--- config.mk ---
export PLATFORM = sky130hd
export DESIGN_NAME = uart_port
export DESIGN_NICKNAME = d
export VERILOG_FILES = /design/src/rtl/uart_port_pkg.sv /design/src/rtl/uart_port_baud_gen.sv /design/src/rtl/uart_port.sv
export SDC_FILE = /design/constraint.sdc
export NUM_CORES = 1
export LEC_CHECK = 0
export CAP_MARGIN = 20
export CORE_AREA = 3 3 102 104
export DETAILED_ROUTE_END_ITERATION = 7
export DIE_AREA = 0 0 105 107
export HOLD_SLACK_MARGIN = 0.12
export PLACE_DENSITY = 0.47
export SYNTH_ARGS = -nofsm -noshare
export SYNTH_HDL_FRONTEND = slang
export SYNTH_HIERARCHICAL = 1
export SYNTH_SLANG_ARGS = --single-unit
--- constraint.sdc ---
create_clock -name clk -period 3 [get_ports clk]
set_clock_uncertainty 0.15 [all_clocks]
set_input_delay 0.45 -clock clk [delete_from_list [all_inputs] [get_ports clk]]
set_output_delay 0.45 -clock clk [all_outputs]
set_load 0.01 [all_outputs]
--- src/rtl/uart_port_pkg.sv ---
// Shared definitions for the uart_port serial path: frame constants, FSM state
// encodings and a parity helper.
// Optional feature macro: UART_PARITY_EN (adds an even-parity bit after data bit 7).
package uart_port_pkg;

    localparam int OVS       = 16;
    localparam int MID_TICK  = 7;
    localparam int DATA_BITS = 8;

    typedef enum logic [2:0] {
        TX_IDLE,
        TX_LOAD,
        TX_START,
        TX_DATA,
`ifdef UART_PARITY_EN
        TX_PARITY,
`endif
        TX_STOP
    } tx_state_t;

    typedef enum logic [2:0] {
        RX_IDLE,
        RX_START,
        RX_DATA,
`ifdef UART_PARITY_EN
        RX_PARITY,
`endif
        RX_STOP
    } rx_state_t;

    // Even parity: the returned bit makes the total count of ones even.
    function automatic logic even_parity(input logic [7:0] data);
        return ^data;
    endfunction

endpackage

--- src/rtl/uart_port_baud_gen.sv ---
// Oversample tick generator: one-cycle tick every DIV clocks, free-running.
module uart_baud_gen #(
    parameter int DIV = 10
) (
    input  logic clk,
    input  logic reset,
    output logic tick
);

    localparam logic [15:0] RELOAD = 16'(DIV - 1);

    logic [15:0] cnt;

    // Down-counter, terminal count at zero reloads and produces the tick.
    always_ff @(posedge clk or posedge reset) begin
        if (reset) begin
            cnt <= RELOAD;
        end else if (cnt == 16'd0) begin
            cnt <= RELOAD;
        end else begin
            cnt <= cnt - 16'd1;
        end
    end

    assign tick = (cnt == 16'd0);

endmodule

--- src/rtl/uart_port.sv ---
// uart_port: 8N1 serial transmitter and 16x oversampled receiver.
// Optional feature macro: UART_PARITY_EN (even parity, 11-bit frame).
//
// TX state  | meaning
// TX_IDLE   | line high, TX_STATUS=1, accepts TX_EN
// TX_LOAD   | byte latched, waiting for next tick to align the start bit
// TX_START  | start bit (0) for 16 ticks
// TX_DATA   | data bits LSB first, 16 ticks each
// TX_PARITY | even parity bit (UART_PARITY_EN only)
// TX_STOP   | stop bit (1) for 16 ticks
//
// RX state  | meaning
// RX_IDLE   | waiting for synchronised low level
// RX_START  | verify start bit at mid-bit, high -> false start
// RX_DATA   | sample 8 data bits at mid-bit
// RX_PARITY | sample parity bit (UART_PARITY_EN only)
// RX_STOP   | sample stop bit at mid-bit, deliver or flag error
module uart_port import uart_port_pkg::*; #(
    parameter int CLK_FREQ = 50_000_000,
    parameter int BAUD     = 9_600
) (
    input  logic       clk,
    input  logic       reset,
    input  logic [7:0] UART_TXD,
    input  logic       TX_EN,
    output logic       TX_STATUS,
    output logic [7:0] UART_RXD,
    output logic       RX_EFF,
    input  logic       RX_READ,
    input  logic       rx_pin,
    output logic       tx_pin,
    output logic       rx_frame_err,
    output logic       rx_overrun
);

    localparam int DIV = CLK_FREQ / (BAUD * OVS);

    logic tick;

    uart_baud_gen #(.DIV(DIV)) u_baud (
        .clk   (clk),
        .reset (reset),
        .tick  (tick)
    );

    // ---------------- transmitter ----------------
    tx_state_t  tx_state, tx_next;
    logic [3:0] tx_cnt;
    logic [2:0] tx_bits;
    logic [7:0] tx_shift;
    logic       tx_bit_end;
`ifdef UART_PARITY_EN
    logic       tx_par;
`endif

    assign tx_bit_end = tick && (tx_cnt == 4'd0);

    // TX state register.
    always_ff @(posedge clk or posedge reset) begin
        if (reset) tx_state <= TX_IDLE;
        else       tx_state <= tx_next;
    end

    // TX next-state logic; TX_EN outside IDLE is ignored.
    always_comb begin
        tx_next = tx_state;
        case (tx_state)
            TX_IDLE:  if (TX_EN) tx_next = TX_LOAD;
            TX_LOAD:  if (tick) tx_next = TX_START;
            TX_START: if (tx_bit_end) tx_next = TX_DATA;
`ifdef UART_PARITY_EN
            TX_DATA:   if (tx_bit_end && tx_bits == 3'd0) tx_next = TX_PARITY;
            TX_PARITY: if (tx_bit_end) tx_next = TX_STOP;
`else
            TX_DATA:   if (tx_bit_end && tx_bits == 3'd0) tx_next = TX_STOP;
`endif
            TX_STOP:  if (tx_bit_end) tx_next = TX_IDLE;
            default:  tx_next = TX_IDLE;
        endcase
    end

    // TX outputs decoded from state so reset forces the line high at once.
    always_comb begin
        tx_pin    = 1'b1;
        TX_STATUS = 1'b0;
        case (tx_state)
            TX_IDLE:   TX_STATUS = 1'b1;
            TX_START:  tx_pin = 1'b0;
            TX_DATA:   tx_pin = tx_shift[0];
`ifdef UART_PARITY_EN
            TX_PARITY: tx_pin = tx_par;
`endif
            default:   tx_pin = 1'b1;
        endcase
    end

    // TX datapath: byte latch, tick down-counter, bit shifter.
    always_ff @(posedge clk or posedge reset) begin
        if (reset) begin
            tx_cnt   <= 4'(OVS - 1);
            tx_bits  <= 3'd0;
            tx_shift <= 8'h00;
`ifdef UART_PARITY_EN
            tx_par   <= 1'b0;
`endif
        end else begin
            if (tx_state == TX_IDLE && TX_EN) begin
                tx_shift <= UART_TXD;
                tx_bits  <= 3'(DATA_BITS - 1);
`ifdef UART_PARITY_EN
                tx_par   <= even_parity(UART_TXD);
`endif
            end
            if (tx_state == TX_LOAD) begin
                tx_cnt <= 4'(OVS - 1);
            end else if (tick) begin
                tx_cnt <= (tx_cnt == 4'd0) ? 4'(OVS - 1) : tx_cnt - 4'd1;
            end
            if (tx_state == TX_DATA && tx_bit_end) begin
                tx_shift <= {1'b0, tx_shift[7:1]};
                tx_bits  <= tx_bits - 3'd1;
            end
        end
    end

    // ---------------- receiver ----------------
    rx_state_t  rx_state, rx_next;
    logic       rx_meta, rx_s;
    logic [3:0] rx_cnt;
    logic [2:0] rx_bits;
    logic [7:0] rx_shift;
    logic       rx_samp, rx_good, rx_done, rx_bad;
`ifdef UART_PARITY_EN
    logic       rx_par_bad;
`endif

    // Two-flop synchroniser, idle-high reset value.
    always_ff @(posedge clk or posedge reset) begin
        if (reset) begin
            rx_meta <= 1'b1;
            rx_s    <= 1'b1;
        end else begin
            rx_meta <= rx_pin;
            rx_s    <= rx_meta;
        end
    end

    assign rx_samp = tick && (rx_cnt == 4'd0);

    // RX state register.
    always_ff @(posedge clk or posedge reset) begin
        if (reset) rx_state <= RX_IDLE;
        else       rx_state <= rx_next;
    end

    // RX next-state logic; STOP returns to IDLE at mid-bit for back-to-back frames.
    always_comb begin
        rx_next = rx_state;
        case (rx_state)
            RX_IDLE:  if (!rx_s) rx_next = RX_START;
            RX_START: if (rx_samp) rx_next = rx_s ? RX_IDLE : RX_DATA;
`ifdef UART_PARITY_EN
            RX_DATA:   if (rx_samp && rx_bits == 3'd0) rx_next = RX_PARITY;
            RX_PARITY: if (rx_samp) rx_next = RX_STOP;
`else
            RX_DATA:   if (rx_samp && rx_bits == 3'd0) rx_next = RX_STOP;
`endif
            RX_STOP:  if (rx_samp) rx_next = RX_IDLE;
            default:  rx_next = RX_IDLE;
        endcase
    end

    // RX frame outcome strobes at the stop-bit sample.
    always_comb begin
`ifdef UART_PARITY_EN
        rx_good = rx_s && !rx_par_bad;
`else
        rx_good = rx_s;
`endif
        rx_done = 1'b0;
        rx_bad  = 1'b0;
        if (rx_state == RX_STOP && rx_samp) begin
            rx_done = rx_good;
            rx_bad  = !rx_good;
        end
    end

    // RX datapath: counter starts at MID_TICK so the first sample lands mid start bit.
    always_ff @(posedge clk or posedge reset) begin
        if (reset) begin
            rx_cnt     <= 4'(MID_TICK);
            rx_bits    <= 3'd0;
            rx_shift   <= 8'h00;
`ifdef UART_PARITY_EN
            rx_par_bad <= 1'b0;
`endif
        end else begin
            if (rx_state == RX_IDLE) begin
                rx_cnt  <= 4'(MID_TICK);
                rx_bits <= 3'(DATA_BITS - 1);
            end else if (tick) begin
                rx_cnt <= (rx_cnt == 4'd0) ? 4'(OVS - 1) : rx_cnt - 4'd1;
            end
            if (rx_state == RX_DATA && rx_samp) begin
                rx_shift <= {rx_s, rx_shift[7:1]};
                rx_bits  <= rx_bits - 3'd1;
            end
`ifdef UART_PARITY_EN
            if (rx_state == RX_PARITY && rx_samp) begin
                rx_par_bad <= rx_s ^ even_parity(rx_shift);
            end
`endif
        end
    end

    // Consumer interface: delivery beats a simultaneous RX_READ.
    always_ff @(posedge clk or posedge reset) begin
        if (reset) begin
            UART_RXD     <= 8'h00;
            RX_EFF       <= 1'b0;
            rx_frame_err <= 1'b0;
            rx_overrun   <= 1'b0;
        end else begin
            rx_frame_err <= rx_bad;
            rx_overrun   <= rx_done && RX_EFF && !RX_READ;
            if (rx_done) begin
                UART_RXD <= rx_shift;
                RX_EFF   <= 1'b1;
            end else if (RX_READ) begin
                RX_EFF   <= 1'b0;
            end
        end
    end

endmodule
== Yosys cells after proc, flatten, opt, wreduce, memory -nomap -nowiden ==
Index checks and enable logic that the tools add are counted.
Storage, ports and cells
  bits in read-only memories: 0
  bits in registers: 65
  word-level logic and storage cells: 93
  latch bits: 0
  output and inout bits: 13
  bits in writable memories: 0
  memories: 0
  input port bits: 13
Operators by class
  shifts and indexed selects: 0
  reduce and logical (&&, ||, !) cells: 26
  multipliers: 0
  add/sub/neg operators: 5
  bitwise gates (word level): 0
  mux-type cells: 31
  $lt $le $gt $ge: 0
  divide/modulo/power cells: 0
  equal/unequal tests: 16
Operator list (number)
  2-to-1 mux 3 bit: 13
  2-to-1 mux 4 bit: 6
  != test 2 bit, second input constant: 9
  zero test 16 bit: 1
  2-to-1 mux 16 bit: 1
  2-to-1 mux 8 bit: 2
  subtractor 16 x 1 -> 16 bit, second input constant: 1
  one-hot mux 3 bit (5 select lines): 1
  == test 3 x 2 -> 1 bit, second input constant: 4
  zero test 3 bit: 4
  one-hot mux 3 bit (4 select lines): 1
  logical AND 1 bit: 10
  nonzero test 2 bit: 5
  zero test 4 bit: 2
  subtractor 4 x 1 -> 4 bit, second input constant: 2
  == test 3 x 1 -> 1 bit, second input constant: 2
  subtractor 3 x 1 -> 3 bit, second input constant: 2
  2-to-1 mux 1 bit: 5
  AND reduction 5 bit: 1
  AND reduction 4 bit: 1
  == test 3 bit, second input constant: 1
  zero test 1 bit: 2
  2-to-1 mux 2 bit: 1
  one-hot mux 1 bit (2 select lines): 1

== Depth between registers and ports, before layout ==
Gate-level depths: netlist of run 1.
  depth after elaboration: 6
  gate-level depth with buffers: 9

== Cells and area by module ==
The synthesis of run 1 kept the hierarchy.
By module, submodules not included
  uart_port: times used 1, cells an instance 192, area each 2238.4 µm²
  uart_baud_gen: times used 1, cells an instance 78, area each 812.0 µm²

== Worst setup path before layout of run 1 ==
No wires, ideal clock.
  kind: register -> register
  start: register u_baud.cnt[0]
  end: register UART_RXD[0]
  data required time: 2.725 ns
  stages on the path, launching flop included: 10
  arrival time: 2.486 ns
  setup time: 0.125 ns
  slack: 0.240 ns
  cell sequence: dfrtp_1 > inv_1 > ha_1 > nor3b_4 > nand2_2 > nor4_1 > and4bb_4 > and4_1 > buf_6 > mux2_2
On the way
  cells in the longest elaborated chain, start to end: 4
Ends and longest elaborated chain
  from (decl): RTL line uart_port_baud_gen.sv:12  | logic [15:0] cnt;
  from (signal assigned): RTL line uart_port_baud_gen.sv:21  | cnt <= cnt - 16'd1;
  zero test 16 bit: RTL line uart_port_baud_gen.sv:25  | assign tick = (cnt == 16'd0);
  net tick: RTL line uart_port.sv:38  | logic tick;
  logical AND 1 bit: RTL line uart_port.sv:148  | assign rx_samp = tick && (rx_cnt == 4'd0);
  logical AND 1 bit: RTL line uart_port.sv:182  | if (rx_state == RX_STOP && rx_samp) begin
  2-to-1 mux 1 bit: RTL line uart_port.sv:182
  to (signal assigned): RTL line uart_port.sv:227  | UART_RXD <= rx_shift;
  to (decl): RTL line uart_port.sv:27  | output logic [7:0] UART_RXD,
The timed path passes the listed nets, and every way through them passes these cells.
A chain may end at the register's enable or synchronous reset.

== Worst setup path after layout of run 1 ==
  start: register u_baud.cnt[0]
  end: register UART_RXD[4]
Same word-level chain as after synthesis.

==> results of run 1 <==
## critical path: cells and delay by family (launching register included)
family	cells	cell delay (ns)
buf+inv	2	0.27
flops	1	0.42
fa+ha+maj	1	0.22
mux	1	0.35
simple gates	5	1.24
## what timing repair did
action                                  CTS  global route
endpoints found under the setup margin    0             8
resized for setup                         0             1
endpoints found under the hold margin     0             0
## power groups by stage
| stage | registers [mW] | clock network (mW) | logic, mW |
|---|---|---|---|
| after floorplan | 0.938 | 0 | 0.0832 |
| after global placement | 0.948 | 0 | 0.115 |
| after global routing | 0.936 | 0.922 | 0.132 |
| final | 0.931 | 0.838 | 0.114 |
| after detailed placement | 0.947 | 0 | 0.115 |
| after CTS | 0.931 | 0.873 | 0.117 |
## worst max-delay path by stage
stage / end / startpoint / depth (start not counted) / slack [ns]
after floorplan: UART_RXD[0]$_DFFE_PP0P_ / u_baud/cnt[0]$_DFF_PP0_ / 9 / 0.24
after global placement: UART_RXD[4]$_DFFE_PP0P_ / u_baud/cnt[0]$_DFF_PP0_ / 9 / 0.23
after detailed placement: UART_RXD[1]$_DFFE_PP0P_ / u_baud/cnt[0]$_DFF_PP0_ / 9 / 0.13
after CTS: UART_RXD[4]$_DFFE_PP0P_ / u_baud/cnt[0]$_DFF_PP0_ / 9 / 0.11
after global routing: UART_RXD[1]$_DFFE_PP0P_ / u_baud/cnt[0]$_DFF_PP0_ / 9 / 0.08
final: UART_RXD[4]$_DFFE_PP0P_ / u_baud/cnt[0]$_DFF_PP0_ / 9 / 0.24
## kinds of logic (layout without fill, tap and decap cells)
group	Yosys count	after routing	share of synthesized area, %
DFF	64	64	52.99
adders and majority gates	7	7	2.871
and+or+nand+nor	91	91	18.09
buffers and inverters	33	74	5.086
muxes	23	23	8.367
AOI/OAI and AO/OA	41	41	9.434
xor gates and xnor gates	11	11	3.158
## cells in the final DEF, fill, tap and decap left out, types with 10 or more instances in the layout
cell type / synthesis / routed
dfstp_2: 12 / 12
clkbuf_8: 0 / 10
inv_1: 23 / 22
mux2_2: 18 / 18
nor2_1: 23 / 23
nand2_1: 20 / 20
xor2_1: 10 / 10
dfrtp_1: 52 / 52
buf_4: 1 / 10
clkdlybuf4s50_1: 0 / 25
## metal layers
metal  up-vias  share of wire, %  global-route usage (%)
met4         0               1.4                   4.499
met5         -                 0                       0
met2        21                45                   15.63
met3         7               3.2                   3.371
li1       1020                 -                       -
met1       988                50                   14.68
## layout make-up
type	instances	share of cell area (%)
Sequential cell	64	43.49
Multi-Input combinational cell	173	34.80
Clock inverter	6	2.457
Inverter	23	2.322
Clock buffer	10	3.702
Tap cell	133	4.477
Timing Repair Buffer	35	8.751
## per-stage QoR
stage / worst slack [ns] / total power [mW] / instance area (µm²) / hold WS, ns
after floorplan: 0.2396 / 1.021 / 3050 / 0.1952
after global placement: 0.2283 / 1.063 / 3480 / 0.1972
after detailed placement: 0.1324 / 1.062 / 3480 / 0.1979
after CTS: 0.1144 / 1.922 / 3709 / 0.2042
after global routing: 0.08460 / 1.989 / 3717 / 0.2085
final: 0.2408 / 1.883 / 3717 / 0.2008
## registers in the layout, summed over array words and instances, names as in the netlist
| register | count |
|---|---|
| rx_state | 2 |
| rx_shift | 8 |
| rx_meta | 1 |
| u_baud/cnt | 16 |
| rx_overrun | 1 |
| tx_shift | 8 |
| RX_EFF | 1 |
| rx_cnt | 4 |
| tx_cnt | 4 |
| rx_bits | 3 |
| tx_state | 3 |
| tx_bits | 3 |
| rx_good | 1 |
| UART_RXD | 8 |
| rx_frame_err | 1 |
==> out/qor.yml, run 1 <==
p_comb_share_pct: 6.1
antenna_found_initial: 0
ys_warn_count: 6
cts_tree: "yes"
dp_hpwl_um: 3760
cp_slowest_cell: "dfrtp_1"
final-instance-count-excl-fill: 444
cp_data_required_time_ns: 3.07
grt_max_degree: 41
internal_power_mw: 1.461
fp.dieW_um: 105
end_kind: "register"
synth_area_leader_cell: "dfrtp_1"
regToRegEndpoint: "UART_RXD[4]$_DFFE_PP0P_"
swShare_pct: 22.45
final_max_slew_viol_count: 0
period_needed_ns: 2.759
holdPathEnd: "rx_good$_DFF_PP1_"
seq_power_share_pct: 49.4
startpoint_type: "register"
post-cts-setup-buffer-count: 0
num-fill-cells: 958
worstHoldPathType: "register to register"
seq_area_frac_synth_pct: 52.99
min_from: "rx_meta$_DFF_PP1_"
place.gp.congestion: 0.7512
drc: 0
period_share_pct: 91.97
clk_pin_slew_ns: 0.08
cts.sinks: 64
drive_gt1_share_pct: 22.83
coreArea_um2: 9639
dr.pass1.iters: 4
cp_max_fo: 10
vias: 2036
gr-total-overflow: 0
yosysMostFrequentCell: "dfrtp_1"
port_buffers: 25
grt_pass1_wl_um: 9749
avgViaCountPerCell: 4.586
synthArstFlopShare_pct: 100.0
ios: 26
cts_made_buffers: 9
slowest_delay_ns: 0.42
register_area_um2: 1617
r2r_start: "u_baud/cnt[0]$_DFF_PP0_"
holdBufCountCts: 0
synth_area_um2: 3050
synth_nets: 290
dr.first_iter.drc_count: 86
yosys_most_used_dff: "dfrtp_1"
rows: 36
slew-limit-headroom_pct: 43.51
synthCells: 270
arrival_ns: 2.83
grt_pass1_vias: 2041
drt-total-wl_um: 5518
ys_seq_elements: 64
synth_common_cells: "52 x dfrtp_1, 23 x inv_1, 23 x nor2_1"
insertion_delay_ns: 0.34
critPathKind: "register to register"
die_area_um2: 11240
synth.avg_cell_area_um2: 11.30
setup_tns_ns: 0
rsz0062_at_grt: "no"
power.share.clock_pct: 44.5
power.leakage_nw: 1.685
r2r_slack_ns: 0.24
synth_top_cell_area_share_pct: 42.66
syn_to_final_growth_pct: 21.86
cts_root_buf: "clkbuf_8"
synth_edf_count: 0
yosys-top-cells-area: "dfrtp_1 43%, dfstp_2 10%, mux2_2 6.6%, ha_1 2.9%, xor2_1 2.9%"
wl_per_cell_um: 12.43
grt_use_total_pct: 10.72
die_h_um: 107
crit_chain: "inv_1 -> ha_1 -> nor3b_4 -> nand2_2 -> nor4_4 -> and4bb_4 -> and4_1 -> buf_4 -> mux2_2"
rr_worst_depth: 9
ant_nets: 0
setup_viol: 0
final_nets: 326
dpl.cell_count: 428
hold_depth: 0
initial_core_util_pct: 31.65
clock_path_buffers: 2
finalHoldViolations: 0
worst_slew_pin_slew_ns: 0.8461
power_density_nw_per_um2: 506.6
synth_cell_type_count: 50
p_switching_mw: 0.4228
multi_input_area_um2: 1294
outcome: "finished clean"
maxCapViolations: 0
irDropWorstVdd_mv: 0.2129
htree_levels: 3
antenna_cells: 0
fin_util_pct: 38.56
fmax_mhz: 362.4
Power figures use the tool's default switching activity.
==> run 2, diff against run 1 <==
Settings changed: CTS_CLUSTER_DIAMETER set to 40, TNS_END_PERCENT set to 30.
==> results of run 2 <==
No change in the layout: final DEF, timing and power equal those of run 1.
==> run 3, diff against run 2 <==
Settings changed: CAP_MARGIN 20 to not set, CORE_AREA 3 3 102 104 to 2 2 101 103, CTS_CLUSTER_DIAMETER 40 to 200, DIE_AREA 0 0 105 107 to 0 0 103 105.
==> out/qor.yml, run 3 (synthesized netlist as in run 1, its figures left out) <==
outcome: "finished clean"
r2r_start: "u_baud/cnt[0]$_DFF_PP0_"
cts_tree: "yes"
vias: 2053  # +0.83%
ant_nets: 0  # unchanged
final_nets: 327  # +0.31%
cts_made_buffers: 9  # unchanged
min_from: "rx_meta$_DFF_PP1_"
startpoint_type: "register"
grt_pass1_vias: 2042  # +0.049%
initial_core_util_pct: 31.65  # unchanged
dr.pass1.iters: 4  # unchanged
dp_hpwl_um: 3806  # +1.2%
ios: 26  # unchanged
grt_pass1_wl_um: 9756  # about the same
fmax_mhz: 358.2  # -1.2%
regToRegEndpoint: "UART_RXD[6]$_DFFE_PP0P_"
fp.dieW_um: 103  # -1.9%
layout_commonest_cell: "dfrtp_1"
slew-limit-headroom_pct: 52.35  # +8.8 points
worstHoldPathType: "register to register"
swShare_pct: 24.91  # +2.5 points
top_register: "u_baud/cnt"
maxCapViolations: 0  # unchanged
p_comb_share_pct: 6.7  # +0.6 points
rsz0062_at_grt: "no"
cts_root_buf: "clkbuf_8"
die_h_um: 105  # -1.9%
cts.sinks: 64  # unchanged
rows: 36  # unchanged
r2r_slack_ns: 0.21  # -0.03 ns
setup_viol: 0  # unchanged
holdPathEnd: "rx_good$_DFF_PP1_"
use_met1_pct: 15.62  # +0.93 points
antenna_cells: 0  # unchanged
rr_worst_depth: 9  # unchanged
drc: 0  # unchanged
clock_path_buffers: 2  # unchanged
period_share_pct: 93.07  # +1.1 points
syn_to_final_growth_pct: 20.96
finalHoldViolations: 0  # unchanged
die_area_um2: 10820  # -3.7%
setup_tns_ns: 0  # unchanged
drt-total-wl_um: 5523  # about the same
busiest_layer: "met2"
gr-total-overflow: 0  # unchanged
pre_cts_slack_ns: 0.09442  # -0.03801 ns
htree_levels: 3  # unchanged
hold_depth: 0  # unchanged
p_switching_mw: 0.4287  # +1.4%
coreArea_um2: 9639  # unchanged
cp_max_fo: 10  # unchanged
arrival_ns: 2.87  # +0.04 ns
fin_worst_hold_slack_ns: 0.2071  # +0.006289 ns
drive_gt1_share_pct: 23.08  # +0.25 points
end_kind: "register"
cp_data_required_time_ns: 3.07  # about the same
avgViaCountPerCell: 4.613  # +0.61%
grt_use_total_pct: 11.34  # +0.62 points
worst_slew_pin_slew_ns: 0.7117  # -0.1344 ns
met3_usage_pct: 3.545  # +0.17 points
antenna_found_initial: 0  # unchanged
port_buffers: 25  # unchanged
period_needed_ns: 2.792  # +0.03281 ns
grt_max_degree: 28  # -32%
power_density_nw_per_um2: 466.4  # -7.9%
power.share.clock_pct: 39.0  # -5.5 points
final_max_slew_viol_count: 0  # unchanged
total_power_mw: 1.721  # -8.6%
insertion_delay_ns: 0.34  # about the same
layout_common_cells: "52 x dfrtp_1, 25 x clkdlybuf4s50_1, 23 x nor2_1"
setup_ws_ns: 0.2080  # -0.03281 ns
power.leakage_nw: 1.670  # -0.88%
internal_power_mw: 1.292  # -12%
wl_per_cell_um: 12.41  # -0.13%
dr.first_iter.drc_count: 60  # -30%
irDropWorstVdd_mv: 0.2509  # +18%
largest_reg_flops: 16  # unchanged
place.gp.congestion: 0.7197  # -4.2%
clk_pin_slew_ns: 0.08  # about the same
crit_start: "u_baud/cnt[0]$_DFF_PP0_"
grtUsageMet2_pct: 16.60  # +0.98 points
seq_power_share_pct: 54.3  # +4.9 points
critPathKind: "register to register"
==> run 3: final cells by class <==
cell class	instances	area, µm²
Timing Repair Buffer	36	345.3
Inverter	23	86.33
Tap cell	133	166.4
Sequential cell	64	1617
Clock inverter	6	43.79
Multi-Input combinational cell	173	1294
Clock buffer	10	137.6
Fill cell	976	5949
==> run 3: per-stage QoR <==
step	utilization [%]	cells	cell area, µm²
2_1_floorplan	-	270	3050
3_3_place_gp	36.31	429	3500
3_5_place_dp	36.31	429	3500
4_1_cts	38.19	445	3681
5_1_grt	38.28	445	3690
6_report	38.28	445	3690
==> run 3: power groups by stage <==
stage	logic, mW	clock network, mW	registers [mW]
after CTS	0.120	0.703	0.935
after global placement	0.117	0	0.950
final	0.116	0.671	0.934
after floorplan	0.0832	0	0.938
after detailed placement	0.119	0	0.952
after global routing	0.133	0.733	0.940
==> run 3: worst max-delay path, cell delays in order, from the launching register on <==
cell      delay, ns
dfrtp_1        0.42
inv_1          0.09
ha_1           0.22
nor3b_4        0.26
nand2_2        0.13
nor4_4         0.35
and4bb_4       0.33
and4_1         0.20
buf_4          0.18
mux2_2         0.35
==> run 3: worst max path at each step <==
| stage | cells after the start | endpoint |
|---|---|---|
| 2_1_floorplan | 9 | UART_RXD[0]$_DFFE_PP0P_ |
| 3_3_place_gp | 9 | UART_RXD[4]$_DFFE_PP0P_ |
| 3_5_place_dp | 9 | UART_RXD[6]$_DFFE_PP0P_ |
| 4_1_cts | 9 | UART_RXD[6]$_DFFE_PP0P_ |
| 5_1_grt | 9 | UART_RXD[1]$_DFFE_PP0P_ |
| 6_report | 9 | UART_RXD[6]$_DFFE_PP0P_ |
==> run 3: what timing repair did <==
item	CTS	global route
setup buffers	0	0
endpoints found under the setup margin	0	17
hold buffers	0	0
gates resized for setup	0	1
==> run 3: routing by layer <==
metal  routed length [µm]  vias to the layer above  part of all wire, %
met2                 2536                       26                   46
met3                  204                        6                  3.7
met5                    0                        -                    0
met1                 2719                      999                   49
met4                   62                        0                  1.1
li1                     -                     1022                    -
